--- config.mk ---
export PLATFORM = sky130hd
export DESIGN_NAME = led_mode_controller
export DESIGN_NICKNAME = d
export VERILOG_FILES = /design/src/rtl/led_ctrl_pkg.sv /design/src/rtl/led_mode_controller_if.sv /design/src/rtl/debounce_filter.sv /design/src/rtl/led_mode_controller_core.sv /design/src/rtl/led_mode_controller.sv
export SDC_FILE = /design/constraint.sdc
export NUM_CORES = 1
export LEC_CHECK = 0
export CORE_MARGIN = 2
export CORE_UTILIZATION = 66
export CTS_BUF_LIST = sky130_fd_sc_hd__clkbuf_4 sky130_fd_sc_hd__clkbuf_8 sky130_fd_sc_hd__clkbuf_16
export DETAILED_ROUTE_END_ITERATION = 12
export PLACE_DENSITY_LB_ADDON = 0.15
export SLEW_MARGIN = 30
export SYNTH_ARGS = -nofsm -noshare
export SYNTH_HDL_FRONTEND = slang
export SYNTH_SLANG_ARGS = --single-unit
--- constraint.sdc ---
create_clock -name i_clk -period 6.24 [get_ports i_clk]
set_input_delay 0.624 -clock i_clk [delete_from_list [all_inputs] [get_ports i_clk]]
set_output_delay 0.624 -clock i_clk [all_outputs]
set_load 0.01 [all_outputs]
--- src/rtl/led_ctrl_pkg.sv ---
// Shared types and default timing constants for the LED mode controller.
// Mode encoding and the mode-advance order live here.
package led_ctrl_pkg;

  localparam int DEBOUNCE_LIMIT_DEF = 250000;
  localparam int TICK_LIMIT_DEF     = 12500000;

  typedef enum logic [1:0] {
    MODE_OFF    = 2'd0,
    MODE_ALL_ON = 2'd1,
    MODE_BLINK  = 2'd2,
    MODE_CHASE  = 2'd3
  } mode_e;

  function automatic mode_e next_mode(input mode_e m);
    mode_e r;
    case (m)
      MODE_OFF:    r = MODE_ALL_ON;
      MODE_ALL_ON: r = MODE_BLINK;
      MODE_BLINK:  r = MODE_CHASE;
      default:     r = MODE_OFF;
    endcase
    return r;
  endfunction

endpackage

--- src/rtl/led_mode_controller_if.sv ---
// Bundle between the switch filter bank and the mode core.
// sw = raw levels, ev = release events, led = LED drives.
interface led_mode_controller_if;
  logic [3:0] sw;
  logic [3:0] ev;
  logic [3:0] led;

  modport master (
    input  sw,
    output ev,
    input  led
  );

  modport slave (
    input  ev,
    output led
  );
endinterface

--- src/rtl/debounce_filter.sv ---
// Two-flop synchroniser, stability counter and registered
// release (1->0) event for one push switch.
module debounce_filter #(
  parameter int LIMIT = 4
) (
  input  logic i_clk,
  input  logic i_rst,
  input  logic i_sw,
  output logic o_rel
);

  localparam int CW = (LIMIT > 1) ? $clog2(LIMIT) : 1;
  localparam logic [CW-1:0] CMAX = CW'(LIMIT - 1);

  logic [1:0]    sync_q;
  logic          stb_q, stb_d;
  logic          prev_q;
  logic          rel_q;
  logic [CW-1:0] cnt_q, cnt_d;

  always_comb begin
    stb_d = stb_q;
    cnt_d = '0;
    if (sync_q[1] != stb_q) begin
      if (cnt_q == CMAX) begin
        stb_d = sync_q[1];
      end else begin
        cnt_d = cnt_q + CW'(1);
      end
    end
  end

  always_ff @(posedge i_clk) begin
    if (i_rst) begin
      sync_q <= '0;
      stb_q  <= 1'b0;
      cnt_q  <= '0;
      prev_q <= 1'b0;
      rel_q  <= 1'b0;
    end else begin
      sync_q <= {sync_q[0], i_sw};
      stb_q  <= stb_d;
      cnt_q  <= cnt_d;
      prev_q <= stb_q;
      rel_q  <= prev_q & ~stb_q;
    end
  end

  assign o_rel = rel_q;

endmodule

--- src/rtl/led_mode_controller_core.sv ---
// Mode FSM, direction/speed flags, step tick and LED pattern.
// LED drives are registered one clock behind the mode register.
module led_mode_controller_core
  import led_ctrl_pkg::*;
#(
  parameter int TICK_LIMIT = TICK_LIMIT_DEF
) (
  input  logic i_clk,
  input  logic i_rst,
  led_mode_controller_if.slave bus
);

  localparam int TW   = (TICK_LIMIT > 1) ? $clog2(TICK_LIMIT) : 1;
  localparam int FAST = (TICK_LIMIT / 4 > 0) ? TICK_LIMIT / 4 : 1;
  localparam logic [TW-1:0] SLOW_MAX = TW'(TICK_LIMIT - 1);
  localparam logic [TW-1:0] FAST_MAX = TW'(FAST - 1);

  mode_e         mode_q, mode_d;
  logic          dir_q, dir_d;
  logic          spd_q, spd_d;
  logic          phase_q, phase_d;
  logic [1:0]    pos_q, pos_d;
  logic [TW-1:0] cnt_q, cnt_d;
  logic [3:0]    led_q, led_d;
  logic          chg, clr, tick;
  logic [TW-1:0] lim_max;

  always_comb begin
    mode_d  = mode_q;
    dir_d   = dir_q ^ bus.ev[1];
    spd_d   = spd_q ^ bus.ev[2];
    phase_d = phase_q;
    pos_d   = pos_q;
    led_d   = '0;

    // switch_4 beats switch_1 when both fire together
    if (bus.ev[3]) begin
      mode_d = MODE_OFF;
    end else if (bus.ev[0]) begin
      mode_d = next_mode(mode_q);
    end

    chg     = (mode_d != mode_q);
    clr     = chg | bus.ev[2];
    lim_max = spd_q ? FAST_MAX : SLOW_MAX;
    tick    = ~clr & (cnt_q == lim_max);
    cnt_d   = (clr | tick) ? '0 : cnt_q + TW'(1);

    if (chg) begin
      phase_d = 1'b1;
      pos_d   = dir_d ? 2'd3 : 2'd0;
    end else if (tick) begin
      phase_d = ~phase_q;
      pos_d   = dir_d ? pos_q - 2'd1 : pos_q + 2'd1;
    end

    unique case (mode_q)
      MODE_OFF:    led_d = 4'b0000;
      MODE_ALL_ON: led_d = 4'b1111;
      MODE_BLINK:  led_d = {4{phase_q}};
      MODE_CHASE:  led_d = 4'b0001 << pos_q;
      default:     led_d = 4'b0000;
    endcase
  end

  always_ff @(posedge i_clk) begin
    if (i_rst) begin
      mode_q  <= MODE_OFF;
      dir_q   <= 1'b0;
      spd_q   <= 1'b0;
      phase_q <= 1'b0;
      pos_q   <= '0;
      cnt_q   <= '0;
      led_q   <= '0;
    end else begin
      mode_q  <= mode_d;
      dir_q   <= dir_d;
      spd_q   <= spd_d;
      phase_q <= phase_d;
      pos_q   <= pos_d;
      cnt_q   <= cnt_d;
      led_q   <= led_d;
    end
  end

  assign bus.led = led_q;

endmodule

--- src/rtl/led_mode_controller.sv ---
// Top: four debounced switches feeding the LED mode core.
// LED bit 0 of the internal bundle is LED1.
module led_mode_controller
  import led_ctrl_pkg::*;
#(
  parameter int DEBOUNCE_LIMIT = DEBOUNCE_LIMIT_DEF,
  parameter int TICK_LIMIT     = TICK_LIMIT_DEF
) (
  input  logic i_clk,
  input  logic i_rst,
  input  logic i_switch_1,
  input  logic i_switch_2,
  input  logic i_switch_3,
  input  logic i_switch_4,
  output logic o_led_1,
  output logic o_led_2,
  output logic o_led_3,
  output logic o_led_4
);

  led_mode_controller_if bus ();

  logic [3:0] ev_w;

  assign bus.sw = {i_switch_4, i_switch_3, i_switch_2, i_switch_1};

  for (genvar g = 0; g < 4; g++) begin : g_db
    debounce_filter #(
      .LIMIT (DEBOUNCE_LIMIT)
    ) u_db (
      .i_clk (i_clk),
      .i_rst (i_rst),
      .i_sw  (bus.sw[g]),
      .o_rel (ev_w[g])
    );
  end

  assign bus.ev = ev_w;

  led_mode_controller_core #(
    .TICK_LIMIT (TICK_LIMIT)
  ) u_core (
    .i_clk (i_clk),
    .i_rst (i_rst),
    .bus   (bus)
  );

  assign {o_led_4, o_led_3, o_led_2, o_led_1} = bus.led;

endmodule

==> results of run 1 <==
==> worst reg2reg max path: stages, from the launching register on <==
cell     delay (ns)
dfxtp_1        0.42
inv_1          0.12
ha_1           0.33
mux2_1         0.30
o22ai_1        0.17
o21ai_1        0.14
or4_1          0.81
nor2_1         0.23
==> registers in the layout (all words and copies together) (netlist names) <==
name              flops
g_db.u_db.cnt_q      72
g_db.u_db.o_rel       4
g_db.u_db.prev_q      4
g_db.u_db.stb_q       4
g_db.u_db.sync_q      8
u_core.bus.led        4
u_core.cnt_q         24
u_core.dir_q          1
u_core.mode_q         2
u_core.phase_q        1
u_core.pos_q          2
u_core.spd_q          1
==> cells in the final DEF, fill, tap and decap left out, types with 4 or more instances in the layout <==
master,count
inv_1,16
nor3_1,14
clkinvlp_4,4
nand3_1,33
dfxtp_1,127
nand4_1,22
clkbuf_8,4
nand2_1,35
nor4b_1,8
a21oi_1,7
nor2_1,126
ha_1,8
xnor2_1,41
clkdlybuf4s50_1,9
and4_1,5
mux2i_1,7
nor2b_1,14
xor2_1,54
clkbuf_16,16
and3_1,16
nor4_1,6
clkinv_2,5
nor3b_1,4
==> final cells by class <==
cell class | instances | area [µm²] | share of cell area (%)
timing repair buffer | 10 | 97.6 | 1.62
clock inverter | 10 | 63.8 | 1.06
multi-input combinational | 432 | 2680 | 44.3
inverter | 16 | 60.1 | 0.995
clock buffer | 22 | 470 | 7.79
tap | 102 | 128 | 2.11
sequential | 127 | 2540 | 42.1
==> power breakdown <==
| group | internal, W | total [W] | switching (W) |
|---|---|---|---|
| clock | 0.000524 | 0.000864 | 0.000340 |
| combinational | 0.00000825 | 0.0000210 | 0.0000128 |
| sequential | 0.000816 | 0.000820 | 0.00000336 |
==> layer usage <==
| metal | vias up | share of wire [%] |
|---|---|---|
| li1 | 2004 | - |
| met1 | 1872 | 47 |
| met5 | - | 0 |
| met2 | 53 | 48 |
| met4 | 0 | 1.3 |
| met3 | 8 | 3.4 |
==> stage by stage <==
step / setup slack [ns] / std cells / hold slack (ns)
floorplan: 4.11 / 590 / 0.414
global placement: 3.78 / 687 / 0.419
detailed placement: 3.66 / 687 / 0.428
CTS: 3.65 / 719 / 0.443
global route: 3.50 / 719 / 0.456
finish: 3.66 / 719 / 0.436
==> final timing paths <==
check | slack (ns) | to
max | 3.66 | u_core.cnt_q[22]$_SDFF_PP0_
min | 0.44 | g_db[3].u_db.sync_q[1]$_SDFF_PP0_
max reg2reg | 3.66 | u_core.cnt_q[22]$_SDFF_PP0_
min reg2reg | 0.44 | g_db[3].u_db.sync_q[1]$_SDFF_PP0_
==> cells by family after synthesis <==
kind of cell / after synthesis / share of synthesized area (%)
AND/OR/NAND/NOR: 304 / 29.0
flip-flops: 127 / 47.6
XOR/XNOR: 95 / 15.6
buffers and inverters: 31 / 2.41
AO/OA/AOI/OAI: 16 / 1.90
multiplexers: 9 / 1.73
adder cells (fa/ha/maj): 8 / 1.87
==> run metrics, run 1 <==
final hold vios=0; antenna violations before repair=0; top cells by area, synth=dfxtp_1 (48%), nor2_1 (8.8%), xor2_1 (8.8%); filler cell count=557; fin util=77.3%; I/O pin count=10; CTS Hold Bufs=0; Starting Density=68.5%; PortBufs=9; Max VDD drop=0.252 mV; Avg Inst Size Synth=9.06 µm²; busiest grt layer=met2; pin count of the biggest net entering global routing=33; detailed-route DRC error count=0; WHS Path Cells=1; DP Area=0.00550 mm²; Leak=2.05 nW; Clock Latency Late Sink=around 0.5 ns; Reg2Reg Depth=7; WP data arrival=between 3 and 4 ns; CP Buf/Inv Count=1; gr ovfl total=0; Net count, final=618; Worst Path Required=6.67 ns; CTS clk-pin slew, worst paths=~0.060 ns; post-CTS sizing=0; CP Launch Type=flop; DRT iter0 DRCs=161; Core Area=between 0.007 and 0.008 mm²; most frequent cell after synthesis=dfxtp_1; max-slew violations=0; global placement routability congestion=0.848; Tightest Hold Check Type=reg2reg; Syn Inst Count=590; GR Util met3=7.54%; postcts setup bufs=0; commonest cells in the netlist=dfxtp_1 (127), nor2_1 (126), xor2_1 (54); number of flops mapped to enable cells by yosys=0; Fmax=387 MHz; hpwl dp=6.09 mm; Synth Net Count=604; final WL=about 9.4 mm; status=finished clean; area delta synth->final=12.9%; Detail Route Antenna Nets=0; RSZ-0062 raised after global routing=false; Final Cell Area=0.00604 mm²; routed len/inst=13.1 µm; Primary FF master, synth=dfxtp_1; total global-route track usage=about 23%; register area share after synthesis=47.6%; critical path depth in cells=7; CTS Buf Count=17; deepest level of the CTS H-tree=4; delay-heaviest family, CP=simple AND/OR/NAND/NOR gates; Pwr Density=282 mW/mm²; TritonCTS clock tree=built; max-cap viol count=0; post-synthesis register bit count=127; Setup TNS Final=0 ns; Max Root-Sink Buffers=2; CP endpoint kind=flop; largest area contributor in the netlist=dfxtp_1; synthesized cell area=0.00535 mm²; share of the clock period used by the worst path=between 40% and 50%; Synthesis Warnings=0; r2r startpoint=u_core.mode_q[0]$_SDFF_PP0_; hold path start=g_db[3].u_db.sync_q[0]$_SDFF_PP0_; vias in the first global route=3764; Row Count=32; ANT cells=0; share of layout cells above drive strength 1=approximately 6.6%; first-pass GRT wire length=16.1 mm; Worst Skew=0.00739 ns; crit path max fanout=24; Vias=a little under 4000; vias per cell=5.48; die height=94.0 µm; grt met1 use=roughly 27%; ys async rst share=0%; crit-path cells=inv_1 > ha_1 > mux2_1 > o22ai_1 > o21ai_1 > or4_1 > nor2_1; fin crit period=about 2.6 ns; final setup fails=0; clock sinks=127; share of the synthesized area in the top cell type=about 48%; post-synthesis cell type count=43; die extent in x=between 90 and 100 µm; Worst Setup SP=u_core.mode_q[0]$_SDFF_PP0_; crit path kind=reg2reg; drt first pass iters=4; met2 usage=39.1%; Die Area=0.00884 mm²; slowest CP cell=or4_1; Slew @ Worst Pin=between 0.9 and 1 ns; Clock Tree Root=clkbuf_8; Critical Path Max Stage Delay=0.81 ns; Rel. slew slack=39.4%; Final Power=0.00170 W
No activity file was read; power rests on OpenSTA's default activity.
==> run 2, diff against run 1 <==
- CORE_UTILIZATION: 66 -> 61
- clock period: 6.24 -> 2.6 ns (I/O delays scaled with it)
==> run metrics, run 2 (synthesis gave the netlist of run 1 again) <==
Net count, final=623 (was 618); max-cap viol count=0 (unchanged); TritonCTS clock tree=built (unchanged); I/O pin count=10 (unchanged); Setup TNS Final=0 ns (unchanged); final WL=9.34 mm (was 9.44 mm); fin crit period=2.30 ns (was 2.58 ns); pin count of the biggest net entering global routing=25 (was 33); Tightest Hold Check Type=in2reg (was reg2reg); total global-route track usage=21.0% (was 23.1%); largest registers=g_db.u_db.cnt_q (72), u_core.cnt_q (24), g_db.u_db.sync_q (8) (unchanged); max-slew violations=0 (unchanged); switch share=20.9% (about the same); first-pass GRT wire length=16.5 mm (was 16.1 mm); PortBufs=9 (unchanged); Seq pwr share=45.3% (was 48.1%); Final Cell Area=0.00614 mm² (was 0.00604 mm²); vias in the first global route=3820 (was 3764); ANT cells=0 (unchanged); final hold vios=0 (unchanged); combinational share of power=1.2% (about the same); DRT iter0 DRCs=117 (was 161); DP Area=0.00555 mm² (was 0.00550 mm²); crit path kind=reg2reg (unchanged); detailed-route DRC error count=0 (unchanged); CTS clk-pin slew, worst paths=0.06 ns (about the same); Worst Path Required=3.04 ns (was 6.67 ns); CTS Buf Count=17 (unchanged); Starting Density=62.2% (was 68.5%); die height=97.6 µm (was 94.0 µm); drt first pass iters=4 (unchanged); CP Launch Type=flop (unchanged); Sw Pwr=0.000907 W (was 0.000356 W); Clock Latency Late Sink=0.51 ns (was 0.50 ns); Worst Setup SP=u_core.mode_q[0]$_SDFF_PP0_ (unchanged); Vias=3941 (was 3937); postcts setup bufs=0 (unchanged); hpwl dp=6.00 mm (was 6.09 mm); status=finished clean (unchanged); CP endpoint kind=flop (unchanged); hold path start=i_switch_2 (was g_db[3].u_db.sync_q[0]$_SDFF_PP0_); deepest level of the CTS H-tree=4 (unchanged); Row Count=34 (was 32); WP data arrival=2.74 ns (was 3.01 ns); area delta synth->final=14.9% (was 12.9%); crit path max fanout=24 (unchanged); Max VDD drop=0.572 mV (was 0.252 mV); Worst Skew=0.00829 ns (was 0.00739 ns); share of the clock period used by the worst path=88.5% (was 41.4%); max reg flops=72 (unchanged); r2r startpoint=u_core.mode_q[0]$_SDFF_PP0_ (unchanged); gr ovfl total=0 (unchanged); commonest non-fill, non-tap cell in the layout=dfxtp_1 (unchanged); global placement routability congestion=0.824 (was 0.848); most frequent cells in the layout=dfxtp_1 (127), nor2_1 (126), xor2_1 (54) (unchanged); Rel. slew slack=55.6% (was 39.4%); Fmax=435 MHz (was 387 MHz); Die Area=0.00953 mm² (was 0.00884 mm²); Pwr Density=708 mW/mm² (was 282 mW/mm²); fin util=71.5% (was 77.3%); Detail Route Antenna Nets=0 (unchanged); share of layout cells above drive strength 1=7.40% (was 6.65%); Clock Tree Root=clkbuf_8 (unchanged); Internal=0.00344 W (was 0.00135 W); Max Root-Sink Buffers=2 (unchanged); final setup fails=0 (unchanged); Slew @ Worst Pin=0.661 ns (was 0.901 ns); clock sinks=127 (unchanged); RSZ-0062 raised after global routing=false (unchanged); vias per cell=5.40 (was 5.48); CTS Hold Bufs=0 (unchanged); antenna violations before repair=0 (unchanged); clock power share=53.5% (was 50.7%); Leak=2.09 nW (was 2.05 nW); routed len/inst=12.8 µm (was 13.1 µm); die extent in x=97.6 µm (was 94.0 µm); Core Area=0.00859 mm² (was 0.00781 mm²); post-CTS sizing=0 (unchanged); Most flops, register=g_db.u_db.cnt_q (unchanged)
[run 2: cell count changes in the layout (fill, tap and decap cells not counted)]
cell / previous run / this run
clkinv_2: 5 / 1
buf_4: 1 / 6
inv_6: 0 / 3
clkbuf_4: 2 / 1
bufinv_16: 0 / 2
[run 2: routing by layer]
metal	vias to the layer above	routed length (µm)	global-route usage (%)	part of all wire [%]
li1	2011	-	-	-
met1	1865	4330	25.3	46
met2	51	4620	34.9	49
met3	14	262	6.26	2.8
met4	0	129	8.97	1.4
met5	-	0	0	0
[run 2: per-stage QoR]
stage	worst slack, ns	total power (W)	std cells	hold slack, ns
floorplan	0.467	0.00205	590	0.388
global placement	0.450	0.00206	698	0.420
detailed placement	0.327	0.00206	698	0.429
CTS	0.285	0.00439	730	0.292
global route	0.141	0.00448	730	0.302
finish	0.300	0.00435	730	0.304
[run 2: cell type report]
cell class	count	area, µm²
Fill cell	670	2450
Clock buffer	21	463
Multi-Input combinational cell	432	2680
Inverter	16	60.1
Clock inverter	11	130
Timing Repair Buffer	15	135
Sequential cell	127	2540
Tap cell	108	135
[run 2: worst paths after layout]
kind | to | slack (ns) | cells past startpoint
worst max-delay path | u_core.cnt_q[3]$_SDFF_PP0_ | 0.30 | 8
worst min register to register | g_db[1].u_db.cnt_q[0]$_SDFF_PP0_ | 0.45 | 1
worst min-delay path | g_db[1].u_db.sync_q[0]$_SDFF_PP0_ | 0.30 | 2
worst max register to register | u_core.cnt_q[3]$_SDFF_PP0_ | 0.30 | 8
[run 2: power by group through the flow]
stage	Clock [W]	Sequential, W	Combinational (W)
floorplan	0	0.00201	0.0000394
global placement	0	0.00201	0.0000519
detailed placement	0	0.00201	0.0000537
CTS	0.00237	0.00197	0.0000549
global route	0.00245	0.00197	0.0000616
finish	0.00233	0.00197	0.0000538
[run 2: worst max-delay path, stage by stage, from the launching register on]
cell	delay, ns
dfxtp_1	0.42
inv_1	0.11
ha_1	0.33
mux2_1	0.30
o22ai_1	0.17
o21ai_1	0.13
or4_1	0.42
buf_4	0.23
nor2_1	0.12
